[config.mk]
export PLATFORM = sky130hd
export DESIGN_NAME = baud_ctrl
export DESIGN_NICKNAME = d
export VERILOG_FILES = /design/src/rtl/baud_ctrl.sv
export SDC_FILE = /design/constraint.sdc
export NUM_CORES = 1
export LEC_CHECK = 0
export ABC_AREA = 0
export BUFFER_PORTS_ARGS = -buffer_cell sky130_fd_sc_hd__buf_2
export CORE_AREA = 3 3 78 80
export DETAILED_ROUTE_END_ITERATION = 16
export DIE_AREA = 0 0 81 83
export GPL_TIMING_DRIVEN = 0
export HOLD_SLACK_MARGIN = 0.05
export PLACE_DENSITY = 0.83
export SLEW_MARGIN = 20
export SYNTH_ARGS = -nofsm -noshare
export SYNTH_HDL_FRONTEND = slang
export SYNTH_SLANG_ARGS = --single-unit
[constraint.sdc]
create_clock -name sys_clk -period 10.36 [get_ports sys_clk]
set_input_delay 0.518 -clock sys_clk [delete_from_list [all_inputs] [get_ports sys_clk]]
set_output_delay 0.518 -clock sys_clk [all_outputs]
set_load 0.01 [all_outputs]
[src/rtl/baud_ctrl.sv]
// baud_ctrl: programmable UART baud-rate generator.
// Produces a 16x oversampling tick (tick16) and a 1x bit tick (tick1) from a
// runtime-loadable divisor. While ticking, a new divisor waits in a pending
// register and only takes effect on a bit boundary, so a frame in flight
// never sees a shortened or stretched bit.
module baud_ctrl #(
    parameter int unsigned DIV_W     = 16,
    parameter int unsigned DIV_RESET = 20
) (
    input  logic             sys_clk,
    input  logic             reset_n,
    input  logic             en,
    input  logic [DIV_W-1:0] div_in,
    input  logic             div_wr,
    output logic             div_ack,
    output logic             div_err,
    output logic             busy,
    output logic [DIV_W-1:0] cur_div,
    output logic             tick16,
    output logic             tick1,
    output logic [3:0]       bit_phase
);

    localparam int unsigned      PH_W    = 4;
    localparam logic [DIV_W-1:0] DIV_MIN = DIV_W'(2);
    localparam logic [DIV_W-1:0] DIV_ONE = DIV_W'(1);
    localparam logic [DIV_W-1:0] DIV_RST = DIV_W'(DIV_RESET);
    localparam logic [PH_W-1:0]  PH_ONE  = PH_W'(1);
    localparam logic [PH_W-1:0]  PH_LAST = PH_W'(15);

    // OFF: disabled; RUN: ticking, nothing pending; UPD: ticking with a
    // divisor waiting for the next bit boundary.
    typedef enum logic [1:0] {
        S_OFF = 2'd0,
        S_RUN = 2'd1,
        S_UPD = 2'd2
    } state_t;

    state_t           state;
    state_t           state_nxt;
    logic [DIV_W-1:0] cnt;
    logic [DIV_W-1:0] cnt_nxt;
    logic [DIV_W-1:0] pend_div;
    logic [DIV_W-1:0] pend_nxt;
    logic [DIV_W-1:0] cur_nxt;
    logic [PH_W-1:0]  phase_nxt;
    logic             tick16_nxt;
    logic             tick1_nxt;
    logic             ack_nxt;
    logic             err_nxt;
    logic             busy_nxt;

    // Decoded conditions used by the next-state logic.
    logic wr_ok;
    logic wr_bad;
    logic wrap;
    logic bit_end;

    // Write validation and divide-counter boundary detection.
    always_comb begin
        wr_ok   = div_wr && (div_in >= DIV_MIN);
        wr_bad  = div_wr && (div_in <  DIV_MIN);
        wrap    = en && (cnt == DIV_W'(cur_div - DIV_ONE));
        bit_end = wrap && (bit_phase == PH_LAST);
    end

    // Next-state, counter and output decode.
    always_comb begin
        state_nxt  = state;
        cnt_nxt    = cnt;
        phase_nxt  = bit_phase;
        pend_nxt   = pend_div;
        cur_nxt    = cur_div;
        busy_nxt   = busy;
        tick16_nxt = 1'b0;
        tick1_nxt  = 1'b0;
        ack_nxt    = 1'b0;
        err_nxt    = wr_bad;

        if (!en) begin
            // Disabled: counters parked at zero, any pending divisor is
            // committed now, and a same-cycle write is applied directly.
            state_nxt = S_OFF;
            cnt_nxt   = '0;
            phase_nxt = '0;
            busy_nxt  = 1'b0;
            if (state == S_UPD) begin
                cur_nxt = pend_div;
                ack_nxt = 1'b1;
            end
            if (wr_ok) begin
                cur_nxt = div_in;
                ack_nxt = 1'b1;
            end
        end else begin
            // Divide counter: one tick16 every cur_div cycles, one tick1
            // every sixteenth tick16.
            if (wrap) begin
                cnt_nxt    = '0;
                tick16_nxt = 1'b1;
                tick1_nxt  = (bit_phase == PH_LAST);
                phase_nxt  = PH_W'(bit_phase + PH_ONE);
            end else begin
                cnt_nxt = DIV_W'(cnt + DIV_ONE);
            end

            case (state)
                S_OFF: begin
                    state_nxt = S_RUN;
                    if (wr_ok) begin
                        cur_nxt = div_in;
                        ack_nxt = 1'b1;
                    end
                end
                S_RUN: begin
                    if (wr_ok) begin
                        pend_nxt  = div_in;
                        busy_nxt  = 1'b1;
                        state_nxt = S_UPD;
                    end
                end
                S_UPD: begin
                    // Commit on the bit boundary; a write landing on the
                    // same edge becomes the next pending value.
                    if (bit_end) begin
                        cur_nxt   = pend_div;
                        ack_nxt   = 1'b1;
                        busy_nxt  = 1'b0;
                        state_nxt = S_RUN;
                    end
                    if (wr_ok) begin
                        pend_nxt  = div_in;
                        busy_nxt  = 1'b1;
                        state_nxt = S_UPD;
                    end
                end
                default: begin
                    state_nxt = S_OFF;
                end
            endcase
        end
    end

    // State, counters and registered outputs.
    always_ff @(posedge sys_clk or negedge reset_n) begin
        if (!reset_n) begin
            state     <= S_OFF;
            cnt       <= '0;
            bit_phase <= '0;
            pend_div  <= DIV_RST;
            cur_div   <= DIV_RST;
            busy      <= 1'b0;
            tick16    <= 1'b0;
            tick1     <= 1'b0;
            div_ack   <= 1'b0;
            div_err   <= 1'b0;
        end else begin
            state     <= state_nxt;
            cnt       <= cnt_nxt;
            bit_phase <= phase_nxt;
            pend_div  <= pend_nxt;
            cur_div   <= cur_nxt;
            busy      <= busy_nxt;
            tick16    <= tick16_nxt;
            tick1     <= tick1_nxt;
            div_ack   <= ack_nxt;
            div_err   <= err_nxt;
        end
    end

endmodule

==> summary by stage, run 1 <==
Routing
The detailed-route DRC error count is 0. After the first detailed-routing iteration, the DRC count stood at 127. After detailed routing, the number of vias per cell comes to 5.68.

The first detailed-routing pass ran for 4 iterations. Summing over every cut layer, the via total after detailed routing is 2,500. The post-route antenna net violation count is 0. The final layout contains routed wiring with a total length of 7230 um. The post-detailed-route wirelength per cell is 16.4 um.

Synthesis
Of all flip-flops after synthesis, the portion carrying an async set or reset was 100%. For this run, the register share of the synthesized area comes to 44.1%. The primary flip-flop cell chosen by synthesis mapping is sky130_fd_sc_hd__dfrtp_1. After synthesis, the mean cell area works out to 10.9 um2.

The mapped netlist covers 3360 um2. Counting flops with a built-in enable in the synthesized netlist gives 0. The flip-flop and latch count after synthesis is 59. The synthesis warning total is 0.

The number of nets handed over by synthesis was 335. After technology mapping, the gate count stands at 308. In this run, distinct cell masters in the synthesized netlist total 50.

Layout
The number of antenna cells inserted is 0. The number of nets in the final layout is 390. The area growth from synthesis to layout is 17.9%.

The fraction of final layout cells sized beyond drive strength 1 is 29.9%.

Global route
The routing usage on met3 is 4.23%. After global routing, the most crowded layer is met2. The total overflow reported by the global router is 0.

The number of antenna violations at the first check in global routing was 0. The via count of the first global-routing pass is 2,540. Global routing used 37.5% of the available met2 tracks. Global routing consumed, on the met1 layer, 31.5% of the routing resources. The first global-routing pass estimated 12,300 um of wire.

The aggregate global-route resource usage is 23.6%. The largest net degree at the start of global routing is 60.

Setup path
The number of cell instances on the worst register-to-register path is 12. The setup slack of the most critical reg-to-reg path is 6.70 ns. In this run the worst setup path terminates at cur_div[3]$_DFFE_PN0P_. Along the worst path, the maximum fanout reaches 10.

The worst setup path is captured at a flip-flop. The worst setup path is launched from a flip-flop. The data arrival time at the worst-slack endpoint is 3.88 ns. The required arrival time at the worst endpoint is 10.59 ns. Tracing the worst setup path back leads to its startpoint at cur_div[0]$_DFFE_PN0P_. The capturing point of the worst reg2reg path is cur_div[3]$_DFFE_PN0P_. The source of the worst register-to-register timing path is cur_div[0]$_DFFE_PN0P_. The type of the setup path with the least slack is reg -> reg.

Timing
Setup violations remaining at the end of the flow were counted as 0. The final number of hold-violating endpoints is 0. The slew at the pin with the worst max-slew slack is 0.705 ns.

For this run, the top clock speed supported by timing is 0.274 GHz. The relative slew slack is 51.6%. Between clock sinks in the finished design, the worst skew comes to 0.00353 ns. Setup repair after global routing left no endpoint under its margin. The minimum clock period after layout is 3.66 ns. In the finished design, the share of the clock period the worst path needs comes to 35.3%. Summed over all failing endpoints, the final setup total negative slack is 0 ns. The final number of max-transition violations is 0.

Power
The part of the total power dissipated in combinational logic is 35.4%. The switching power summed over all nets is 0.361 mW. The design draws 1.08 mW. For this design the static power due to leakage is 1.80 nW.

Of the total power, registers draw 36.3%. For this design the ratio of total power to cell area is 272 nW/um2. The switching share of power is 33.6%. The clock network accounts for 28.3% of the total power.

The internal portion of total power is 0.715 mW. IR analysis of the VDD net gives a maximum drop of 159 uV.

Clock tree
The clock passes through at most 2 buffers. The number of hold-repair buffers added at the cts stage is 0. Clock tree synthesis selected as its root buffer the cell sky130_fd_sc_hd__clkbuf_8.

The CTS tree is done. The clock network latency to the later pin of the worst-skew pair is 0.34 ns. Clock tree synthesis found a total of 59 sinks.

The number of H-tree levels is 3. The number of setup buffers added after CTS is 0. Buffers inserted during clock tree synthesis total 9. The clock-pin slew reported for the worst setup and hold paths after clock tree synthesis is 0.07 ns.

The number of gates resized after cts is 0.

Floorplanning
The number of placed I/O pins is 45. From bottom edge to top edge, the die measures 83 um. The total area inside the core boundary comes to 5470 um2. The die is 81 um wide.

The die covers 6720 um2. In this run the core area contains 27 standard-cell rows. The starting utilization of the core area is 61.3%.

Place
The wire-length estimate of the detail-placed layout is 5080 um. During placement, the flow inserted port buffers numbering 44. The final estimated routing congestion in global placement is 0.853.

Run
The tool flagged a number of max-cap violations equal to 0.

Hold path
In this run the worst hold path is classified as in -> async.

Run status
The flow ran to the end, and the final reports show no timing, DRC or antenna violations.
per-stage QoR:
stage,utilization (%),instances,area (um2),setup WS [ns],hold slack (ns)
2_1_floorplan,-,308,3360,6.99,0.222
3_3_place_gp,67.0,424,3670,6.76,0.485
3_5_place_dp,67.0,424,3670,6.73,0.492
4_1_cts,72.3,440,3960,6.71,0.262
5_1_grt,72.3,440,3960,6.55,0.291
6_report,72.3,440,3960,6.70,0.235
cell usage in the layout, fill, tap and decap left out, drive strengths merged, types with 6 or more instances in the layout:
master	netlist	routed
dfrtp	55	55
xor2	16	16
nand2	16	16
inv	12	12
mux2	41	41
clkbuf	7	16
nor2	30	30
nand3	15	15
o21ai	7	7
mux2i	14	14
ha	7	7
xnor2	20	20
buf	2	46
nor3	6	6
nand4	7	7
cell families (layout without fill, tap and decap cells):
kind of cell	Yosys count	after routing	share of synthesized area, %
buffers and inverters	21	81	2.91
flip-flops	59	59	44.1
XOR/XNOR	36	36	9.40
AO/OA/AOI/OAI	26	26	5.56
adder cells (fa/ha/maj)	7	7	2.61
multiplexers	55	55	18.6
AND/OR/NAND/NOR	104	104	16.8
flip-flops by register name, indices dropped and copies added (netlist names):
name       cells
bit_phase      4
busy           1
cnt           16
cur_div       16
div_ack        1
div_err        1
pend_div      16
state          2
tick1          1
tick16         1
synthesized netlist by cell type, types with 2 or more instances:
master	count	share of area, %
sky130_fd_sc_hd__a21oi_1	3	0.45
sky130_fd_sc_hd__a221oi_1	3	0.78
sky130_fd_sc_hd__a31o_1	2	0.52
sky130_fd_sc_hd__and2_1	2	0.37
sky130_fd_sc_hd__and3_1	4	0.75
sky130_fd_sc_hd__clkbuf_1	7	0.78
sky130_fd_sc_hd__dfrtp_1	55	41
sky130_fd_sc_hd__dfstp_2	4	3.1
sky130_fd_sc_hd__ha_1	7	2.6
sky130_fd_sc_hd__inv_1	12	1.3
sky130_fd_sc_hd__mux2_1	6	2.0
sky130_fd_sc_hd__mux2_2	29	9.7
sky130_fd_sc_hd__mux2_4	6	2.7
sky130_fd_sc_hd__mux2i_1	14	4.2
sky130_fd_sc_hd__nand2_1	16	1.8
sky130_fd_sc_hd__nand2b_1	5	0.93
sky130_fd_sc_hd__nand3_1	14	2.1
sky130_fd_sc_hd__nand4_1	7	1.3
sky130_fd_sc_hd__nor2_1	30	3.4
sky130_fd_sc_hd__nor2b_1	4	0.75
sky130_fd_sc_hd__nor3_1	4	0.60
sky130_fd_sc_hd__nor3_2	2	0.60
sky130_fd_sc_hd__nor4_1	4	0.75
sky130_fd_sc_hd__o21ai_0	6	0.89
sky130_fd_sc_hd__or3_1	3	0.56
sky130_fd_sc_hd__xnor2_1	20	5.2
sky130_fd_sc_hd__xor2_1	16	4.2
power groups by stage:
stage / registers [mW] / logic (mW) / clock network (mW)
after floorplan: 0.387 / 0.270 / 0
after global placement: 0.388 / 0.363 / 0
after detailed placement: 0.393 / 0.377 / 0
after CTS: 0.391 / 0.383 / 0.307
after global routing: 0.402 / 0.419 / 0.317
final: 0.391 / 0.381 / 0.305
worst min-delay path by stage:
stage	endpoint	slack [ns]	cells past startpoint
global route	cnt[3]$_DFF_PN0_	0.29	1
floorplan	bit_phase[0]$_DFFE_PN0P_	0.22	0
detailed placement	pend_div[11]$_DFFE_PN0P_	0.49	1
finish	cnt[4]$_DFF_PN0_	0.24	1
CTS	cur_div[0]$_DFFE_PN0P_	0.26	1
global placement	pend_div[5]$_DFFE_PN0P_	0.48	1
area by class of cell:
class                   instances  area, um2
multi-input cells             228       1780
fillers                       391       1520
flip-flops and latches         59       1480
repair buffers                 44        223
clock inverters                 7        164
clock buffers                   9        124
well taps                      72       90.1
plain buffers                   9       52.6
inverters                      12       45.0
worst max-delay path: stages (launching register included):
cell,delay (ns)
sky130_fd_sc_hd__dfrtp_1,0.43
sky130_fd_sc_hd__inv_1,0.10
sky130_fd_sc_hd__ha_1,0.21
sky130_fd_sc_hd__nor4b_2,0.33
sky130_fd_sc_hd__nand2_1,0.13
sky130_fd_sc_hd__or3_1,0.34
sky130_fd_sc_hd__xnor2_1,0.15
sky130_fd_sc_hd__or4_4,0.56
sky130_fd_sc_hd__or3_1,0.44
sky130_fd_sc_hd__a31o_1,0.26
sky130_fd_sc_hd__buf_6,0.14
sky130_fd_sc_hd__buf_8,0.15
sky130_fd_sc_hd__mux2_4,0.30
routing by layer:
metal  up-vias  routed length, um  share of wire, %
met1      1220               3240                45
met4         0                136               1.9
li1       1203                  -                 -
met3        14                332               4.6
met5         -                  0                 0
met2        63               3520                49
(Power assumes the default switching activity.)
==> run 2: changes to the inputs <==
Settings changed: CORE_AREA 3 3 78 80 to 3 3 81 83, DIE_AREA 0 0 81 83 to 0 0 84 86, PLACE_DENSITY 0.83 to 0.78.
Clock period 10.36 ns to 3.4 ns, I/O delays scaled along.
==> run 2 against run 1 <==
Compared with the run above:
- fmax increased by 11%
- wire length grew 2.8%
- sequential share of layout area fell by 1.0 points
- combinational power increased to 3.3 times the previous value
- global-route usage down 1.8 points
- via count grew 3.6%
- largest power group is now combinational cells
- highest routed layer unchanged
==> summary by stage, run 2 (same netlist as run 1, synthesis figures left out) <==
Run status
The flow ran to the end, and the final reports show no timing, DRC or antenna violations.

Floorplanning
The full die area is 7220 um2. The die is 86 um tall. Row generation in the floorplan step produced 28 rows. The number of placed I/O pins is 45. The width of the die is 84 um.

The floorplan step defined a core boundary enclosing 5920 um2. The starting utilization of the core area is 56.7%.

Layout
The repair_antennas step left the layout with diodes totalling 0. At the end of the flow, the number of nets in the layout was 400. The top cell types in the final layout, fill and taps aside, are sky130_fd_sc_hd__dfrtp_1 (55), sky130_fd_sc_hd__buf_2 (43), sky130_fd_sc_hd__nor2_1 (29), sky130_fd_sc_hd__mux2_2 (29), sky130_fd_sc_hd__xnor2_1 (20). The layout has 451 filler cells.

The fraction of final layout cells sized beyond drive strength 1 is 33.9%. The most frequent standard cell in the layout excluding fill and tap cells is sky130_fd_sc_hd__dfrtp_1. Compared with the post-synthesis result, the final layout area differs by 21.2%.

The largest registers in the layout are cnt (16), cur_div (16), pend_div (16).

Place
At the placement stage, the worst setup path has a slack of -0.282 ns. Once detailed placement completed, the half-perimeter wirelength came to 5180 um. The final estimated routing congestion in global placement is 0.882.

Input and output buffers added on the ports amount to 44.

Routing
The post-detailed-route wirelength per cell is 16.4 um. The post-route antenna net violation count is 0. The overall routed net length is 7430 um. In the routed design, unresolved DRC markers number 0.

After the first detailed-routing iteration, the DRC count stood at 148. The first TritonRoute pass finished after 4 iterations. The ratio of routed vias to standard cells is 5.72. Across all layers, the routed design uses 2,589 vias.

Timing
The final number of max-transition violations is 0. The relative slew slack is 47.7%. For the final database, setup skew stands at 0.00857 ns. The smallest setup slack after layout is 0.111 ns.

The final number of hold-violating endpoints came to 0. The minimum clock period after layout is 3.29 ns. At the pin with the least slew margin, the transition time is 0.762 ns.

The post-route clock period utilization is 96.7%. Setup violations remaining at the end of the flow were counted as 0. Across all hold checks on the routed design, the worst slack comes to 0.0853 ns.

Timing would allow up to 0.304 GHz.

Clock tree
The clock-pin slew reported for the worst setup and hold paths after clock tree synthesis is 0.07 ns. The count of clock tree sinks is 59. The number of buffers created by CTS is 9.

The number of H-tree levels is 3. At the later pin of the worst-skew pair, clock insertion delay measures 0.34 ns. TritonCTS built the clock tree.

The clock tree root buffer cell is sky130_fd_sc_hd__clkbuf_8. The maximum root-to-sink buffer count is 2.

Power
The internal power of the cells totals 2.15 mW. Per report_power, the clock group accounts for 25.0% of the total. The peak supply drop is 558 uV. Combinational logic is responsible for 38.4% of the overall power.

The static leakage is 1.84 nW. The power density over cell area is 809 nW/um2. Sequential cells account for 36.6% of the total power.

In this run the power spent charging and discharging nets is 1.14 mW. Overall power consumption after layout is estimated at 3.29 mW. Net switching is 34.6% of the power.

Global route
The via count of the first global-routing pass was 2,568. The number of antenna violations at the first check in global routing is 0. Global routing used 21.8% of the available tracks across all layers.

The largest net degree at the start of global routing is 60. The total overflow reported by the global router is 0. The wire length of the first global-routing pass is 12,200 um.

Setup path
The setup path with the least slack is of type reg -> reg. The endpoint kind of the worst setup timing path is a flip-flop. STA puts the critical path data required time at 3.61 ns.

The biggest fanout along the worst timing path is 16. The worst setup path is launched from a flip-flop. The data arrival time at the worst-slack endpoint is 3.50 ns.

Hold path
The min-delay analysis places its worst path in the category in -> reg.

Run
The max-cap violation count is 0.
## run 2: cell types whose count changed in the layout (fill, tap and decap cells not counted), moves of 2 or more
| cell | delta |
|---|---|
| sky130_fd_sc_hd__or3_1 | -2 |
| sky130_fd_sc_hd__nor3_4 | +2 |
| sky130_fd_sc_hd__dlygate4sd3_1 | +2 |
| sky130_fd_sc_hd__buf_4 | +9 |
| sky130_fd_sc_hd__nor3_2 | -2 |
| sky130_fd_sc_hd__bufinv_16 | -2 |
| sky130_fd_sc_hd__or3_4 | +2 |
| sky130_fd_sc_hd__inv_1 | -2 |
| sky130_fd_sc_hd__clkbuf_8 | +3 |
| sky130_fd_sc_hd__inv_2 | +2 |
## run 2: through the flow
stage          setup TNS [ns]  utilization, %  instance area, um2  instances
2_1_floorplan               0               -                3360        308
3_3_place_gp            -1.89            62.0                3670        427
3_5_place_dp            -3.00            62.0                3670        427
4_1_cts                     0            67.6                4000        448
5_1_grt               -0.0379            68.7                4070        453
6_report                    0            68.7                4070        453
## run 2: worst paths after layout
check	endpoint	slack, ns	startpoint	depth (start not counted)
max	cur_div[13]$_DFFE_PN0P_	0.11	cur_div[0]$_DFFE_PN0P_	12
min reg2reg	pend_div[9]$_DFFE_PN0P_	0.51	pend_div[9]$_DFFE_PN0P_	1
min	pend_div[0]$_DFFE_PN0P_	0.09	div_in[0]	2
min in group asynchronous	cnt[4]$_DFF_PN0_	0.43	reset_n	2
max in group asynchronous	pend_div[6]$_DFFE_PN0P_	2.46	reset_n	2
max reg2reg	cur_div[13]$_DFFE_PN0P_	0.11	cur_div[0]$_DFFE_PN0P_	12
## run 2: routing by layer
| metal | track usage, % | wire length, um | up-vias |
|---|---|---|---|
| li1 | - | - | 1224 |
| met1 | 27.6 | 3250 | 1265 |
| met2 | 35.0 | 3560 | 78 |
| met3 | 5.76 | 362 | 22 |
| met4 | 10.4 | 253 | 0 |
| met5 | 0 | 0 | - |
## run 2: worst max-delay path, cell delays in order, from the launching register on
cell	delay (ns)
sky130_fd_sc_hd__dfrtp_1	0.39
sky130_fd_sc_hd__inv_2	0.09
sky130_fd_sc_hd__ha_4	0.15
sky130_fd_sc_hd__nor4b_4	0.24
sky130_fd_sc_hd__nand2_1	0.13
sky130_fd_sc_hd__buf_4	0.16
sky130_fd_sc_hd__mux2i_2	0.21
sky130_fd_sc_hd__nand4_1	0.13
sky130_fd_sc_hd__or4_4	0.57
sky130_fd_sc_hd__or3_4	0.39
sky130_fd_sc_hd__a31o_1	0.20
sky130_fd_sc_hd__buf_6	0.17
sky130_fd_sc_hd__mux2_1	0.34
## run 2: timing repair
action                                  CTS  global route
hold buffers                              2             0
buffers inserted                          3             6
endpoints found under the setup margin   24             9
pin swaps                                 0             5
hold endpoints to repair                 56             0
gates resized for setup                   6             8
## run 2: layout make-up
class                           count  area (um2)  share of cell area (%)
Inverter                           12        45.0                    1.11
Clock buffer                       12         165                    4.06
Clock inverter                      4        95.1                    2.34
Sequential cell                    59        1480                    36.4
Tap cell                           75        93.8                    2.31
Multi-Input combinational cell    228        1840                    45.2
Buffer                              8        37.5                   0.923
Timing Repair Buffer               55         310                    7.63
## run 2: power groups by stage
stage          Combinational, mW  Sequential [mW]  Clock, mW
2_1_floorplan              0.822             1.18          0
3_3_place_gp                1.11             1.18          0
3_5_place_dp                1.15             1.20          0
4_1_cts                     1.22             1.18      0.839
5_1_grt                     1.38             1.23      0.877
6_report                    1.26             1.20      0.823
